===== config.mk =====
export PLATFORM = sky130hd
export DESIGN_NAME = hazard_scoreboard_unit
export DESIGN_NICKNAME = d
export VERILOG_FILES = /design/src/rtl/hazard_scoreboard_unit.sv
export SDC_FILE = /design/constraint.sdc
export NUM_CORES = 1
export LEC_CHECK = 0
export BUFFER_PORTS_ARGS = -buffer_cell sky130_fd_sc_hd__buf_2
export CORE_UTILIZATION = 50
export CTS_CLUSTER_DIAMETER = 120
export DETAILED_ROUTE_END_ITERATION = 16
export PLACE_DENSITY = 0.72
export SLEW_MARGIN = 40
export SYNTH_ARGS = -nofsm -noshare
export SYNTH_HDL_FRONTEND = slang
export SYNTH_SLANG_ARGS = --single-unit

===== constraint.sdc =====
create_clock -name iCLK -period 4.4 [get_ports iCLK]
set_input_delay 0.22 -clock iCLK [delete_from_list [all_inputs] [get_ports iCLK]]
set_output_delay 0.22 -clock iCLK [all_outputs]
set_load 0.05 [all_outputs]

===== src/rtl/hazard_scoreboard_unit.sv =====
// Hazard detection unit for the MIPS pipeline, placed beside the ID stage.
// Combines the classic load-use / branch / jr checks (gated by operand "uses"
// flags) with a per-register countdown scoreboard for multi-cycle results,
// a structural stall for a non-pipelined multi-cycle unit, and a saturating
// counter of stall cycles.
module hazard_scoreboard_unit #(
    parameter int REG_W        = 5,
    parameter int LAT_W        = 4,
    parameter int PIPELINED_MC = 0,
    parameter int STAT_W       = 16
) (
    input  logic              iCLK,
    input  logic              iRST,
    input  logic [REG_W-1:0]  iID_NumRs,
    input  logic [REG_W-1:0]  iID_NumRt,
    input  logic              iID_UsesRs,
    input  logic              iID_UsesRt,
    input  logic              iID_RegWrite,
    input  logic [REG_W-1:0]  iID_RegDestino,
    input  logic              iID_IsMC,
    input  logic [LAT_W-1:0]  iID_MCLat,
    input  logic              iBranch,
    input  logic              iCJr,
    input  logic              iEX_MemRead,
    input  logic              iEX_RegWrite,
    input  logic [REG_W-1:0]  iEX_RegDestino,
    input  logic              iMEM_MemRead,
    input  logic              iMEM_RegWrite,
    input  logic [REG_W-1:0]  iMEM_RegDestino,
    input  logic              iHold,
    input  logic              iClrStats,
    output logic              oBlockPC,
    output logic              oBlockIFID,
    output logic              oFlushControl,
    output logic              oForwardJr,
    output logic              oForwardPC4,
    output logic              oMCBusy,
    output logic [STAT_W-1:0] oStallCount
);

    localparam int               NREG    = 2 ** REG_W;
    localparam logic [REG_W-1:0] REG_ZERO = {REG_W{1'b0}};
    localparam logic [REG_W-1:0] REG_RA   = REG_W'(31);
    localparam logic [LAT_W-1:0] LAT_ZERO = {LAT_W{1'b0}};
    localparam logic [LAT_W-1:0] LAT_ONE  = LAT_W'(1);

    // True when a nonzero register d is actually read by the ID instruction.
    function automatic logic f_match(
        input logic [REG_W-1:0] d,
        input logic [REG_W-1:0] rs,
        input logic [REG_W-1:0] rt,
        input logic             uses_rs,
        input logic             uses_rt
    );
        return (d != REG_ZERO) && ((uses_rs && (d == rs)) || (uses_rt && (d == rt)));
    endfunction

    logic [LAT_W-1:0]  r_cnt [NREG];
    logic [LAT_W-1:0]  r_ub;
    logic [STAT_W-1:0] r_stat;

    logic             w_ex_match;
    logic             w_mem_match;
    logic             w_load_use;
    logic             w_branch_ex;
    logic             w_branch_mem;
    logic             w_sb_raw;
    logic             w_sb_waw;
    logic             w_struct;
    logic             w_stall;
    logic             w_issue;
    logic [LAT_W-1:0] w_lat;
    logic             w_fwd_jr;
    logic             w_fwd_pc4;

    // Hazard conditions, issue decision and forwarding selects; reset masks everything.
    always_comb begin
        w_ex_match   = f_match(iEX_RegDestino, iID_NumRs, iID_NumRt, iID_UsesRs, iID_UsesRt);
        w_mem_match  = f_match(iMEM_RegDestino, iID_NumRs, iID_NumRt, iID_UsesRs, iID_UsesRt);
        w_load_use   = iEX_MemRead && iEX_RegWrite && w_ex_match;
        w_branch_ex  = iBranch && iEX_RegWrite && w_ex_match;
        w_branch_mem = (iBranch || iCJr) && iMEM_MemRead && iMEM_RegWrite && w_mem_match;
        w_sb_raw     = (iID_UsesRs && (iID_NumRs != REG_ZERO) && (r_cnt[iID_NumRs] != LAT_ZERO))
                    || (iID_UsesRt && (iID_NumRt != REG_ZERO) && (r_cnt[iID_NumRt] != LAT_ZERO));
        w_sb_waw     = iID_RegWrite && (iID_RegDestino != REG_ZERO)
                    && (r_cnt[iID_RegDestino] != LAT_ZERO);
        w_struct     = (PIPELINED_MC == 0) && iID_IsMC && (r_ub != LAT_ZERO);
        w_stall      = !iRST && (w_load_use || w_branch_ex || w_branch_mem
                                 || w_sb_raw || w_sb_waw || w_struct);
        w_issue      = iID_IsMC && !w_stall && !iHold && !iRST;
        if (iID_MCLat == LAT_ZERO) begin
            w_lat = LAT_ONE;
        end else begin
            w_lat = iID_MCLat;
        end
        w_fwd_jr     = !iRST && iCJr && iEX_RegWrite && !iEX_MemRead
                    && (iEX_RegDestino == iID_NumRs) && (iID_NumRs != REG_ZERO);
        w_fwd_pc4    = !iRST && iCJr && iMEM_RegWrite && (iMEM_RegDestino == REG_RA);
    end

    // Per-register result countdown; a new issue loads the latency over the decrement.
    always_ff @(posedge iCLK) begin
        for (int r = 0; r < NREG; r++) begin
            if (iRST) begin
                r_cnt[r] <= LAT_ZERO;
            end else if (w_issue && iID_RegWrite && (iID_RegDestino != REG_ZERO)
                         && (iID_RegDestino == REG_W'(r))) begin
                r_cnt[r] <= w_lat;
            end else if (r_cnt[r] != LAT_ZERO) begin
                r_cnt[r] <= r_cnt[r] - LAT_ONE;
            end else begin
                r_cnt[r] <= r_cnt[r];
            end
        end
    end

    generate
        if (PIPELINED_MC == 0) begin : g_unit_busy
            // Occupancy of the non-pipelined unit, loaded on every issue regardless of dest.
            always_ff @(posedge iCLK) begin
                if (iRST) begin
                    r_ub <= LAT_ZERO;
                end else if (w_issue) begin
                    r_ub <= w_lat;
                end else if (r_ub != LAT_ZERO) begin
                    r_ub <= r_ub - LAT_ONE;
                end else begin
                    r_ub <= r_ub;
                end
            end
        end else begin : g_no_busy
            assign r_ub = LAT_ZERO;
        end
    endgenerate

    // Stall-cycle statistics: clear wins, otherwise saturating increment on stall.
    always_ff @(posedge iCLK) begin
        if (iRST) begin
            r_stat <= {STAT_W{1'b0}};
        end else if (iClrStats) begin
            r_stat <= {STAT_W{1'b0}};
        end else if (w_stall && (r_stat != {STAT_W{1'b1}})) begin
            r_stat <= r_stat + STAT_W'(1);
        end else begin
            r_stat <= r_stat;
        end
    end

    assign oBlockPC      = w_stall;
    assign oBlockIFID    = w_stall;
    assign oFlushControl = w_stall;
    assign oForwardJr    = w_fwd_jr;
    assign oForwardPC4   = w_fwd_pc4;
    assign oMCBusy       = (r_ub != LAT_ZERO);
    assign oStallCount   = r_stat;

endmodule


# Yosys cells after proc, flatten, opt, wreduce, memory -nomap -nowiden
# Memories as Yosys holds them, arrays and structs flattened.
# Index checks and enable logic that the tools add are counted.
# Widths: inputs -> output; s select.
# word_totals
reg_bits,20
ramBits,128
inputBits,43
output_inout_bits,22
word_cells,747
mem_count,1
# op_classes
add_sub_neg,34
n_eq_ne,37
n_mux,453
n_bitwise,96
reduce_logical,124
# mem_list
name,depth,word_bits,rd,rd_clocked_by_memory_dff,wr,line,source
r_cnt,32,4,35,0,32,58,logic [LAT_W-1:0] r_cnt [NREG];
# op_table
op,count
$mux 4,99
$mux 1,354
$reduce_bool 4->1,36
$sub 4x1->4 const B,33
$or 1x1->1,96
$eq 5x5->1 const B,17
$logic_and 1x1->1,66
$eq 5x4->1 const B,8
$reduce_bool 5->1,5
$eq 5x3->1 const B,4
$eq 5x5->1,4
$add 16x1->16 const B,1
$ne 16x16->1 const B,1
$eq 5x2->1 const B,2
$logic_or 1x1->1,9
$eq 5x1->1 const B,1
$logic_not 5->1,1
$logic_not 1->1,4
$logic_not 4->1,1
$reduce_bool 2->1,1
$reduce_or 2->1,1

# Depth between registers and ports, before layout
# logic_depth
word_depth,24
depth_mapped,14
depth_no_buf,9

# Worst setup path after synthesis
# No wires, ideal clock.
# synth_path
path_type,in2out
startpoint,input port iID_RegDestino[0]
endpoint,output port oBlockPC
arrival_time_ps,3670
required_time_ps,4180
slack_ps,510
stages,12
path_buffers,6
path_cell_list,buf_2 buf_1 mux4_2 a311oi_1 nor3_1 o311ai_1 or2_1 buf_6 clkbuf_1 buf_2 nor2b_1 buf_4
# synth_via
elab_chain_len,6
elab_cells_between_ends,8
cone_classes,reduce/logical (7); memory (1)
# synth_rtl
element,line,source
from (decl),19,"input logic [REG_W-1:0] iID_RegDestino,"
$mem_v2 32x4 or $reduce_bool 5->1 (tied branches),n/a,
$reduce_bool 4->1 or $logic_and 1x1->1 (tied branches),"86, 85",
$logic_and 1x1->1 *,86,&& (r_cnt[iID_RegDestino] != LAT_ZERO);
$logic_or 1x1->1 * (2 in a row),89,|| w_sb_raw || w_sb_waw || w_struct);
$logic_and 1x1->1 *,88,w_stall = !iRST && (w_load_use || w_branch_ex || w_branch_mem
to (decl),32,"output logic oBlockPC,"
# Every way passes the cells marked *; elsewhere a longest branch is shown, timed or not.

==> results.txt <==
Status -> finished clean
Area growth, synth to finish -> 10.89%
WP data required -> 4.58 ns
RR Endpoint -> r_cnt[4][0]
Crit path arrival time -> 4.13 ns
Slew Limit Fails -> 0
Fin crit share -> 89.76%
Most frequent cells in the layout -> nor2_1, edfxtp_1, mux2_2, inv_1, nand2_1
DIE WIDTH -> 150.1 µm
Vias in the first global route -> 8684
Slew @ Worst Pin -> 0.8510 ns
Clk Latency, worst-skew pair -> 0.44 ns
Fraction of registers with async set or reset after synthesis -> 0%
RD Place Congestion -> 1.012
Syn_nets -> 1240
Initial Util -> 51.54%
Clk sink count -> 148
CTS Buffer Depth -> 2
Prevailing post-synth register cell -> edfxtp_1
CTS tree -> yes
GRT overflow -> 0
Crit Path Category -> flop to flop
Hold Crit Endpoint -> oStallCount[13]
Min Hold Slack -> 0.1116 ns
Synthesized area -> 10970 µm²
DRT Pass-1 Iters -> 8
Via/cell ratio -> 6.105
Post-CTS sizing -> 0
Final Skew -> 0.01040 ns
Starting DRT DRC Count -> 777
Share of cells above drive strength 1 -> 21.79%
VDD IR-drop max -> 274.0 µV
#FFs+latches synth -> 148
Fin crit period -> 3.950 ns
IO buf count -> 64
Cell variety after synth -> 65
Hold-fix buffers at CTS -> 0
Max transition margin -> 42.74%
# DRC -> 0
CP Capture Type -> flop
TNS Setup -> 0 ns
Number of synthesized flops with an enable pin -> 128
Number of CTS-inserted buffers -> 17
Placed insts -> 1463
Syn Inst Count -> 1162
Worst-path maximum fanout -> 17
CORE AREA -> 21290 µm²
Mean Syn Cell Area -> 9.441 µm²
Clock-pin slew on the worst setup and hold paths -> 0.06 ns
Htree depth -> 4
Via count -> 9139
Worst reg2reg path depth -> 9
DPL Wire Length -> 20590 µm
Leak -> 4.754 nW
Post-CTS setup buffers -> 0
Syn. warnings -> 0
Detail Route Antenna Nets -> 0
Global-route wire length before repair -> 45060 µm
Clock root cell -> clkbuf_16
Core Rows -> 53
Initial antenna violation count -> 1
WL/cell -> 18.99 µm
Setup violators final -> 0
Hold_sp -> iClrStats
Power per cell area -> 632.5 nW/µm²
Setup slack, reg-to-reg -> 0.45 ns
RSZ-0062 raised after global routing -> false
Chip Height -> 150.1 µm
Worst r2r src -> r_cnt[11][0]
Max-cap violation count -> 0
Top Ports -> 65
Final net count -> 1286
Commonest non-fill, non-tap cell in the layout -> nor2_1
Register area share after synthesis -> 38.69%
Post-Route WL -> 28430 µm
Min-delay worst type -> input pin to flop
Die area -> 22540 µm²
Critical Path Source Type -> flop
Max frequency -> 253.2 MHz
Largest net degree at the start of global routing -> 78
Fin cells -> 1497
Number of cells on the worst hold path -> 3
GR Util All Layers -> 26.08%
Final hold vios -> 0
## cell families (layout without fill, tap and decap cells)
| family | Yosys count | count (layout) | share of synthesized area [%] |
|---|---|---|---|
| flops | 148 | 148 | 38.69 |
| compound gates | 158 | 158 | 10.01 |
| buf+inv | 137 | 196 | 4.870 |
| other cells | 0 | 1 | 0 |
| xor+xnor | 46 | 46 | 3.672 |
| mux | 126 | 126 | 13.83 |
| simple gates | 512 | 512 | 24.93 |
| fa+ha+maj | 35 | 35 | 3.992 |
## area by class of cell
class                      count  area, µm²
clock inverter                14      113.9
tap                          275      344.1
fill                        1842       9121
multi-input combinational    877       6195
timing repair buffer          90      538.0
sequential                   148       4244
inverter                      74      277.8
antenna                        1      2.502
clock buffer                  18      450.4
## per-layer routing
metal / track usage [%] / share of wire [%] / up-vias
li1: - / - / 4407
met1: 32.98 / 42 / 4350
met2: 43.17 / 47 / 323
met3: 6.273 / 8.1 / 57
met4: 9.697 / 2.4 / 2
met5: 0 / 0.049 / -
## cells in the mapped netlist (22+ instances only)
cell | n | area share (%)
ha_1 | 35 | 4.0
or3_1 | 42 | 2.4
xor2_1 | 22 | 1.8
mux2_2 | 93 | 9.5
nor3_1 | 51 | 2.3
nand3_1 | 34 | 1.6
xnor2_1 | 24 | 1.9
inv_1 | 74 | 2.5
nor4_1 | 25 | 1.4
a21oi_1 | 34 | 1.6
nor2_1 | 142 | 4.9
clkbuf_1 | 52 | 1.8
edfxtp_1 | 128 | 35
nand2b_1 | 33 | 1.9
nand2_1 | 71 | 2.4
## per-stage QoR
| step | setup WS, ns | cell area (µm²) | power, W | utilization (%) |
|---|---|---|---|---|
| after CTS | 0.4930 | 12130 | 0.007670 | 57.00 |
| after detailed placement | 0.5260 | 11570 | 0.006244 | 54.35 |
| after global routing | 0.3332 | 12160 | 0.008219 | 57.14 |
| final | 0.4504 | 12170 | 0.007694 | 57.15 |
| after floorplan | 0.5102 | 10970 | 0.005344 | - |
| after global placement | 0.5753 | 11570 | 0.006120 | 54.35 |
## registers in the layout (all words and copies together) (netlist names)
signal,count
r_ub,4
oStallCount,16
r_cnt,128
## power breakdown
group	internal (W)	leakage (nW)	switching [W]
Combinational	0.00157	2.87	0.00187
Clock	0.000770	0.285	0.000639
Sequential	0.00233	1.60	0.000515
Total	0.00467	4.75	0.00302
## critical path, cell delays in order (launching register included)
cell      delay [ns]
edfxtp_1        0.43
or4_1           0.61
mux4_2          0.51
o2111a_1        0.25
a31oi_1         0.13
o311ai_1        0.13
or2_2           0.48
buf_4           0.24
or4_1           0.61
mux2_2          0.32
## worst max-delay path by stage
stage,start,end,depth (start not counted)
finish,r_cnt[11][0],r_cnt[4][0],9
global route,r_cnt[10][0],r_cnt[4][1],9
CTS,r_cnt[11][0],r_cnt[4][0],9
detailed placement,r_cnt[11][0],r_cnt[4][3],9
global placement,r_cnt[11][0],r_cnt[4][0],9
floorplan,iID_RegDestino[0],oBlockPC,12
Note: power is estimated with default switching activity, not from simulation.
